==> config.mk <==
export PLATFORM = sky130hd
export DESIGN_NAME = scpad_be_row_assembler
export DESIGN_NICKNAME = d
export VERILOG_FILES = /design/src/rtl/scpad_be_row_assembler.sv
export SDC_FILE = /design/constraint.sdc
export NUM_CORES = 2
export LEC_CHECK = 0
export CAP_MARGIN = 20
export CORE_AREA = 3 3 388 390
export DETAILED_ROUTE_END_ITERATION = 6
export DIE_AREA = 0 0 391 393
export PLACE_DENSITY = 0.63
export RECOVER_POWER = 25
export SYNTH_ARGS = -nofsm -noshare
export SYNTH_HDL_FRONTEND = slang
export SYNTH_SLANG_ARGS = --single-unit
export TNS_END_PERCENT = 20
==> constraint.sdc <==
create_clock -name clk -period 3.52 [get_ports clk]
set_input_delay 0.88 -clock clk [delete_from_list [all_inputs] [get_ports clk]]
set_output_delay 0.88 -clock clk [all_outputs]
set_load 0.02 [all_outputs]
==> src/rtl/scpad_be_row_assembler.sv <==
// Scratchpad backend row assembler: gathers tagged, possibly out-of-order DRAM read
// beats into one scratchpad row and issues it as a single SRAM write request.
package scpad_pkg;
  localparam int NUM_COLS          = 32;
  localparam int ELEM_BITS         = 16;
  localparam int MAX_DRAM_BUS_BITS = 64;
  localparam int DRAM_ID_WIDTH     = 8;
  localparam int SCPAD_ADDR_WIDTH  = 12;
  localparam int MAX_DIM_WIDTH     = $clog2(NUM_COLS);
  localparam int ROW_BYTES         = NUM_COLS * ELEM_BITS / 8;
  localparam int ROW_SHIFT         = $clog2(ROW_BYTES);
  localparam int EPB               = MAX_DRAM_BUS_BITS / ELEM_BITS;
  localparam int BPR               = NUM_COLS / EPB;
  localparam int BIW               = $clog2(BPR);
  localparam int TAG_WIDTH         = DRAM_ID_WIDTH - BIW;
  localparam int SLOT_WIDTH        = SCPAD_ADDR_WIDTH - ROW_SHIFT;

  typedef struct packed {
    logic                         valid;
    logic                         write;
    logic [DRAM_ID_WIDTH-1:0]     id;
    logic [MAX_DRAM_BUS_BITS-1:0] rdata;
  } dram_res_t;

  typedef struct packed {
    logic [NUM_COLS-1:0]                    valid_mask;
    logic [NUM_COLS-1:0][SLOT_WIDTH-1:0]    slot_mask;
    logic [NUM_COLS-1:0][MAX_DIM_WIDTH-1:0] shift_mask;
  } xbar_desc_t;

  typedef struct packed {
    logic                                valid;
    logic [SCPAD_ADDR_WIDTH-1:0]         spad_addr;
    logic [NUM_COLS-1:0][ELEM_BITS-1:0]  wdata;
    xbar_desc_t                          xbar;
  } sram_write_req_t;
endpackage

module scpad_be_row_assembler
  import scpad_pkg::*;
(
  input  logic                        clk,
  input  logic                        rst,
  input  logic                        job_valid,
  output logic                        job_ready,
  input  logic [SCPAD_ADDR_WIDTH-1:0] job_spad_addr,
  input  logic [MAX_DIM_WIDTH-1:0]    job_num_cols,
  input  logic [TAG_WIDTH-1:0]        job_tag,
  input  dram_res_t                   dram_res,
  output logic                        dram_res_ready,
  output sram_write_req_t             wr_req,
  input  logic                        wr_ready,
  output logic                        err_pulse
);

  localparam int ROW_BITS   = NUM_COLS * ELEM_BITS;
  localparam int CNT_W      = MAX_DIM_WIDTH + 1;
  localparam int BEAT_CNT_W = BIW + 1;

  typedef enum logic [1:0] {S_IDLE, S_COLLECT, S_WRITE} state_e;

  state_e                      r_state;
  state_e                      w_state_next;
  logic [SCPAD_ADDR_WIDTH-1:0] r_addr;
  logic [TAG_WIDTH-1:0]        r_tag;
  logic [CNT_W-1:0]            r_n;
  logic [BEAT_CNT_W-1:0]       r_exp_beats;
  logic [BPR-1:0]              r_bitmap;
  logic [ROW_BITS-1:0]         r_row;
  logic                        r_err;
  sram_write_req_t             r_wr_req;

  logic                        w_job_fire;
  logic [CNT_W-1:0]            w_job_n;
  logic [BEAT_CNT_W-1:0]       w_job_exp;
  logic                        w_beat_fire;
  logic [BIW-1:0]              w_b;
  logic [TAG_WIDTH-1:0]        w_btag;
  logic                        w_good;
  logic                        w_bad;
  logic [BPR-1:0]              w_need;
  logic [BPR-1:0]              w_bitmap_next;
  logic                        w_done;
  logic [ROW_BITS-1:0]         w_row_next;
  sram_write_req_t             w_row_req;

  assign job_ready      = (r_state == S_IDLE);
  assign dram_res_ready = (r_state == S_COLLECT);
  assign wr_req         = r_wr_req;
  assign err_pulse      = r_err;

  assign w_job_fire  = job_valid && job_ready;
  assign w_job_n     = (job_num_cols == '0) ? CNT_W'(NUM_COLS) : {1'b0, job_num_cols};
  assign w_job_exp   = BEAT_CNT_W'((w_job_n + CNT_W'(EPB - 1)) >> $clog2(EPB));

  // write=1 beats are consumed silently; any other non-good beat raises err_pulse
  assign w_beat_fire = dram_res.valid && dram_res_ready;
  assign w_b         = dram_res.id[BIW-1:0];
  assign w_btag      = dram_res.id[DRAM_ID_WIDTH-1:BIW];
  assign w_good      = w_beat_fire && !dram_res.write && (w_btag == r_tag) &&
                       ({1'b0, w_b} < r_exp_beats) && !r_bitmap[w_b];
  assign w_bad       = w_beat_fire && !dram_res.write && !w_good;
  assign w_need      = {BPR{1'b1}} >> (BEAT_CNT_W'(BPR) - r_exp_beats);
  assign w_done      = w_good && ((w_bitmap_next & w_need) == w_need);

  always_comb begin
    w_bitmap_next = r_bitmap;
    w_row_next    = r_row;
    if (w_good) begin
      w_bitmap_next = r_bitmap | (BPR'(1'b1) << w_b);
      w_row_next[int'(w_b) * MAX_DRAM_BUS_BITS +: MAX_DRAM_BUS_BITS] = dram_res.rdata;
    end else begin
      w_bitmap_next = r_bitmap;
      w_row_next    = r_row;
    end
  end

  // Request image built from the row including the completing beat; lanes past n read as zero
  always_comb begin
    w_row_req           = '0;
    w_row_req.valid     = 1'b1;
    w_row_req.spad_addr = r_addr;
    for (int i = 0; i < NUM_COLS; i++) begin
      if (CNT_W'(i) < r_n) begin
        w_row_req.xbar.valid_mask[i] = 1'b1;
        w_row_req.wdata[i]           = w_row_next[i * ELEM_BITS +: ELEM_BITS];
      end else begin
        w_row_req.xbar.valid_mask[i] = 1'b0;
        w_row_req.wdata[i]           = '0;
      end
      w_row_req.xbar.slot_mask[i]  = r_addr[SCPAD_ADDR_WIDTH-1:ROW_SHIFT];
      w_row_req.xbar.shift_mask[i] = MAX_DIM_WIDTH'(i);
    end
  end

  always_comb begin
    w_state_next = r_state;
    case (r_state)
      S_IDLE: begin
        if (w_job_fire) w_state_next = S_COLLECT;
        else            w_state_next = S_IDLE;
      end
      S_COLLECT: begin
        if (w_done) w_state_next = S_WRITE;
        else        w_state_next = S_COLLECT;
      end
      S_WRITE: begin
        if (r_wr_req.valid && wr_ready) w_state_next = S_IDLE;
        else                            w_state_next = S_WRITE;
      end
      default: w_state_next = S_IDLE;
    endcase
  end

  always_ff @(posedge clk) begin
    if (rst) r_state <= S_IDLE;
    else     r_state <= w_state_next;
  end

  always_ff @(posedge clk) begin
    if (rst) begin
      r_addr      <= '0;
      r_tag       <= '0;
      r_n         <= '0;
      r_exp_beats <= '0;
      r_bitmap    <= '0;
      r_row       <= '0;
      r_err       <= 1'b0;
      r_wr_req    <= '0;
    end else begin
      r_err <= w_bad;
      if (w_job_fire) begin
        r_addr      <= job_spad_addr & {{SLOT_WIDTH{1'b1}}, {ROW_SHIFT{1'b0}}};
        r_tag       <= job_tag;
        r_n         <= w_job_n;
        r_exp_beats <= w_job_exp;
        r_bitmap    <= '0;
        r_row       <= '0;
      end else if (w_good) begin
        r_bitmap <= w_bitmap_next;
        r_row    <= w_row_next;
      end
      if (w_done)                          r_wr_req <= w_row_req;
      else if (r_wr_req.valid && wr_ready) r_wr_req <= '0;
    end
  end

endmodule

### Word level (Yosys, flattened, before mapping)

Cells that the tools add are included.

* flip-flop bits (word level): 1373
* input port bits: 100
* logic and storage cells: 245

* add/sub/neg operators: 3
* equality and inequality tests: 4
* shift-type cells: 4
* bitwise gates (word level): 2
* reductions and logical operators: 16
* order comparisons: 34
* multiplexer cells: 76

Operator list (count)
* 909-bit two-way mux: 2
* 512-bit bitwise mux: 1
* 16-bit two-way mux: 32
* 512-bit two-way mux: 1
* 64-bit by 33-bit variable shift with 512-bit output (first input constant): 1
* 64-bit by 33-bit variable part select with 512-bit output: 1
* 5-bit by 6-bit less-than comparator with 1-bit output (first input constant): 16
* 4-bit by 6-bit less-than comparator with 1-bit output (first input constant): 8
* 1-bit two-way mux: 34
* 9-bit negator with 33-bit output: 1
* 3-bit by 6-bit less-than comparator with 1-bit output (first input constant): 4
* 1-bit by 6-bit less-than comparator with 1-bit output (first input constant): 2
* 2-bit by 6-bit less-than comparator with 1-bit output (first input constant): 2
* 1-bit logical AND: 9
* 8-bit AND: 1
* 8-bit equality test: 1
* 8-bit two-way mux: 1
* 8-bit OR: 1
* 1-bit by 3-bit << shifter with 8-bit output (first input constant): 1
* 8-bit by 4-bit right shift with 8-bit output (first input constant): 1
* 6-bit by 2-bit adder with 6-bit output (second input constant): 1
* 6-bit two-way mux: 1
* 2-bit one-hot mux with 3 select lines: 1
* 5-bit equality test: 1
* 12 further kinds: 15

### Logic depth before layout (Yosys ltp)

* depth in word-level cells: 12
* mapped depth: 16
* mapped depth without buffers: 10

### Worst setup path before layout

Ideal clock, no wire load.

* path type: input-to-reg
* start: input port dram_res[64] (netlist name)
* end: register r_wr_req (netlist bit wr_req[664])
* data arrival time: 3.485 ns
* setup time: 0.119 ns
* path slack: -0.084 ns
* required time: 3.401 ns
* stages on the path: 15
* cells stage by stage: buf_6 -> buf_2 -> inv_1 -> ha_1 -> ha_1 -> clkbuf_1 -> inv_1 -> nor2_1 -> and3_1 -> and3_1 -> buf_2 -> buf_4 -> buf_2 -> mux2i_1 -> o2bb2ai_1

* longest elaborated chain between the ends: 9

Ends and longest elaborated chain
* start, declared: line 49 `input dram_res_t dram_res,`
* branches (longest 9 deep; another with 9-bit negator with 33-bit output)
* end signal, assigned: line 183 `if (w_done) r_wr_req <= w_row_req;`
* end, declared: line 71 `sram_write_req_t r_wr_req;`

Parallel ways; which one is timed is not known. The select of a mux whose other input is x is not followed.
A chain may end at the register's enable or synchronous reset.

### Final worst setup path

* start: input port dram_res[65] (netlist name)
* end: register r_wr_req (netlist bit wr_req[400])

Same word-level chain as after synthesis.

==> impl_metrics.yaml <==
run_status:
  status: "finished clean"
floorplanning:
  boundaryPins: 1012
  placementRows: 141
  start_util: 0.303
  die_h_um: 393
  fp.dieW_um: 391
  dieArea_um2: 154000
  coreArea_um2: 147000
job:
  maxCapViolations: 0
worst_hold_path:
  hold_path_class: "flop to flop"
  holdPathStages: 2
routing:
  dr_total_vias: 35950
  drtIter0Drc: 2286
  drt_wl_total_mm: 172
  firstDrtPassIters: 5
  via_per_inst: 4.81
  wire_per_inst_um: 23.0
  drc: 0
  ant_nets: 0
finish:
  area_delta_synth_final_pct: 35.5
  drive_gt1_frac: 0.133
  final_cell_mix: "dfxtp_1 (1,094), mux2i_1 (580), nand2_1 (487)"
  layout_commonest_cell: "dfxtp_1"
  stdcell_area_um2: 60600
  nets: 5556
  stdcell_count: 7478
clock_network:
  clk_pin_slew_worst_paths_ps: 60
  root_buffer: "clkbuf_16"
  cts-hold-fix-buffers: 0
  clock_path_buffers: 3
  htree_levels: 3
  clk-insertion-delay-late_ps: 770
  cts_tree: "yes"
  numCtsBuffers: 117
  numClockSinks: 1095
sta:
  setup_violations: 0
  fmax_mhz: 295
  timing.slew.headroom: 0.144
  hold_violations: 0
  clock-skew-final_ps: 77.0
  fin_tns_setup_ps: 0
  finalCritPeriodShare: 0.964
  slew_viol_final: 0
  worstMarginPinSlew_ps: 1280
  timing.final.crit_period_ps: 3390
grt:
  antenna_found_initial: 23
  gr-total-overflow: 0
  grt_pass1_wl_mm: 243
  grt_pass1_vias: 34570
  grt_use_total: 0.215
  grt_max_degree: 132
critical_path:
  cp_max_fo: 10
  startpoint_type: "primary input"
  worstSetupPathType: "primary input to flop"
  cp-end-kind: "flop"
  required_ps: 4150
  worstPathArrival_ps: 4030
  reg2reg_depth: 11
placed_design:
  placed_cell_area_um2: 56500
  placedCellCount: 7255
  gp_congestion: 0.824
  port_buffers: 919
  place_hpwl_mm: 124
pwr:
  p_per_area_nw_per_um2: 450
  p_leak_nw: 22.4
  finalPower_mw: 27.2
  ir_worst_vdd_mv: 0.416
yosys:
  yosys_warnings: 0
  synth_area_um2: 44700
  synth-seq-cells: 1095
  synthCells: 4615
  async_flop_share: 0
  synthFlopType: "dfxtp_1"
  synth.distinct_cells: 68
  synth_edf_count: 0
  seq_area_frac_synth: 0.490
  avgSynthCellArea_um2: 9.69
-- kinds of logic after synthesis --
logic type / share of synthesized area
other cells: 0.0000839
fa+ha+maj: 0.00308
compound gates: 0.0873
mux: 0.148
xor+xnor: 0.00157
flops: 0.490
simple gates: 0.169
buf+inv: 0.101
-- cells in the mapped netlist (3+ instances only) --
| master | instances | area [µm²] |
|---|---|---|
| nand3_1 | 59 | 295 |
| ha_1 | 11 | 138 |
| a21o_1 | 15 | 113 |
| clkbuf_1 | 199 | 747 |
| o21ai_1 | 7 | 35.0 |
| mux2i_1 | 580 | 5810 |
| nor2_1 | 457 | 1720 |
| nor4_1 | 7 | 43.8 |
| buf_4 | 371 | 2790 |
| nand4_1 | 73 | 457 |
| a211o_1 | 17 | 149 |
| nand2_1 | 487 | 1830 |
| nor2b_1 | 26 | 163 |
| a21oi_1 | 153 | 766 |
| o21a_1 | 23 | 173 |
| inv_1 | 16 | 60.1 |
| buf_8 | 24 | 360 |
| nand4_2 | 8 | 100 |
| o2111ai_1 | 6 | 52.6 |
| o2bb2ai_1 | 176 | 1540 |
| o21ai_0 | 130 | 651 |
| nand4b_1 | 6 | 52.6 |
| a21bo_2 | 22 | 220 |
| and2_1 | 164 | 1030 |
| a31oi_1 | 4 | 25.0 |
| buf_6 | 9 | 101 |
| dfxtp_1 | 1095 | 21900 |
| xor2_1 | 6 | 52.6 |
| mux2_2 | 70 | 788 |
| nand2b_1 | 199 | 1240 |
| nand3b_1 | 3 | 22.5 |
| nor3_1 | 13 | 65.1 |
| buf_2 | 81 | 405 |
| and3_1 | 52 | 325 |
-- stage by stage --
stage                     hold slack [ps]  utilization  worst slack (ps)
after floorplan                       436            -              48.0
after global placement                441        0.383              -814
after detailed placement              445        0.383              -809
after CTS                             455        0.411              86.4
after global routing                  468        0.411             -20.3
final                                 450        0.411               125
-- routing by layer --
metal	wire (µm)	up-vias	track usage
li1	-	16796	-
met1	69300	17558	0.255
met2	84200	1269	0.372
met3	9990	309	0.0409
met4	8400	18	0.103
met5	131	-	0
-- flip-flops by register name, summed over array words and instances (netlist names) --
name         flops
wr_req         551
r_row          512
r_bitmap         8
r_addr           6
r_n              6
r_tag            5
r_exp_beats      4
r_state          2
err_pulse        1
-- path summary, 6_finish.rpt --
path | from | end | slack [ps]
worst max-delay path | dram_res[65] | wr_req[400]$_SDFFE_PP0P_ | 130
worst min-delay path | wr_req[379]$_SDFFE_PP0P_ | wr_req[379]$_SDFFE_PP0P_ | 450
worst min register to register | wr_req[379]$_SDFFE_PP0P_ | wr_req[379]$_SDFFE_PP0P_ | 450
worst max register to register | r_exp_beats[2]$_SDFFE_PP0P_ | wr_req[614]$_SDFFE_PP0P_ | 320
-- timing repair --
item | CTS | global route
resized for setup | 0 | 3
endpoints found under the setup margin | 18 | 86
pin swaps | 1 | 0
buffers inserted | 1 | 0
-- cell type report --
cell class	instances	area [µm²]
diodes	5	12.5
clock buffers	165	3320
clock inverters	52	772
fillers	14116	86900
inverters	16	60.1
multi-input cells	2902	18800
flip-flops and latches	1095	21900
well taps	1930	2410
repair buffers	1313	13300
-- worst max-delay path, cell delays in order --
cell and delay (ps):
clkdlybuf4s50_1 670, ha_1 310, a211oi_2 320, buf_4 180
o2111ai_1 190, buf_4 190, nor2_1 230, buf_12 250
buf_12 140, mux2i_1 250, nand2b_1 270, mux2i_1 110
-- where the power goes --
group	switching, mW	internal (mW)
Clock	5.46	7.64
Sequential	0.0231	12.4
Combinational	1.24	0.473
Power figures use the tool's default switching activity.
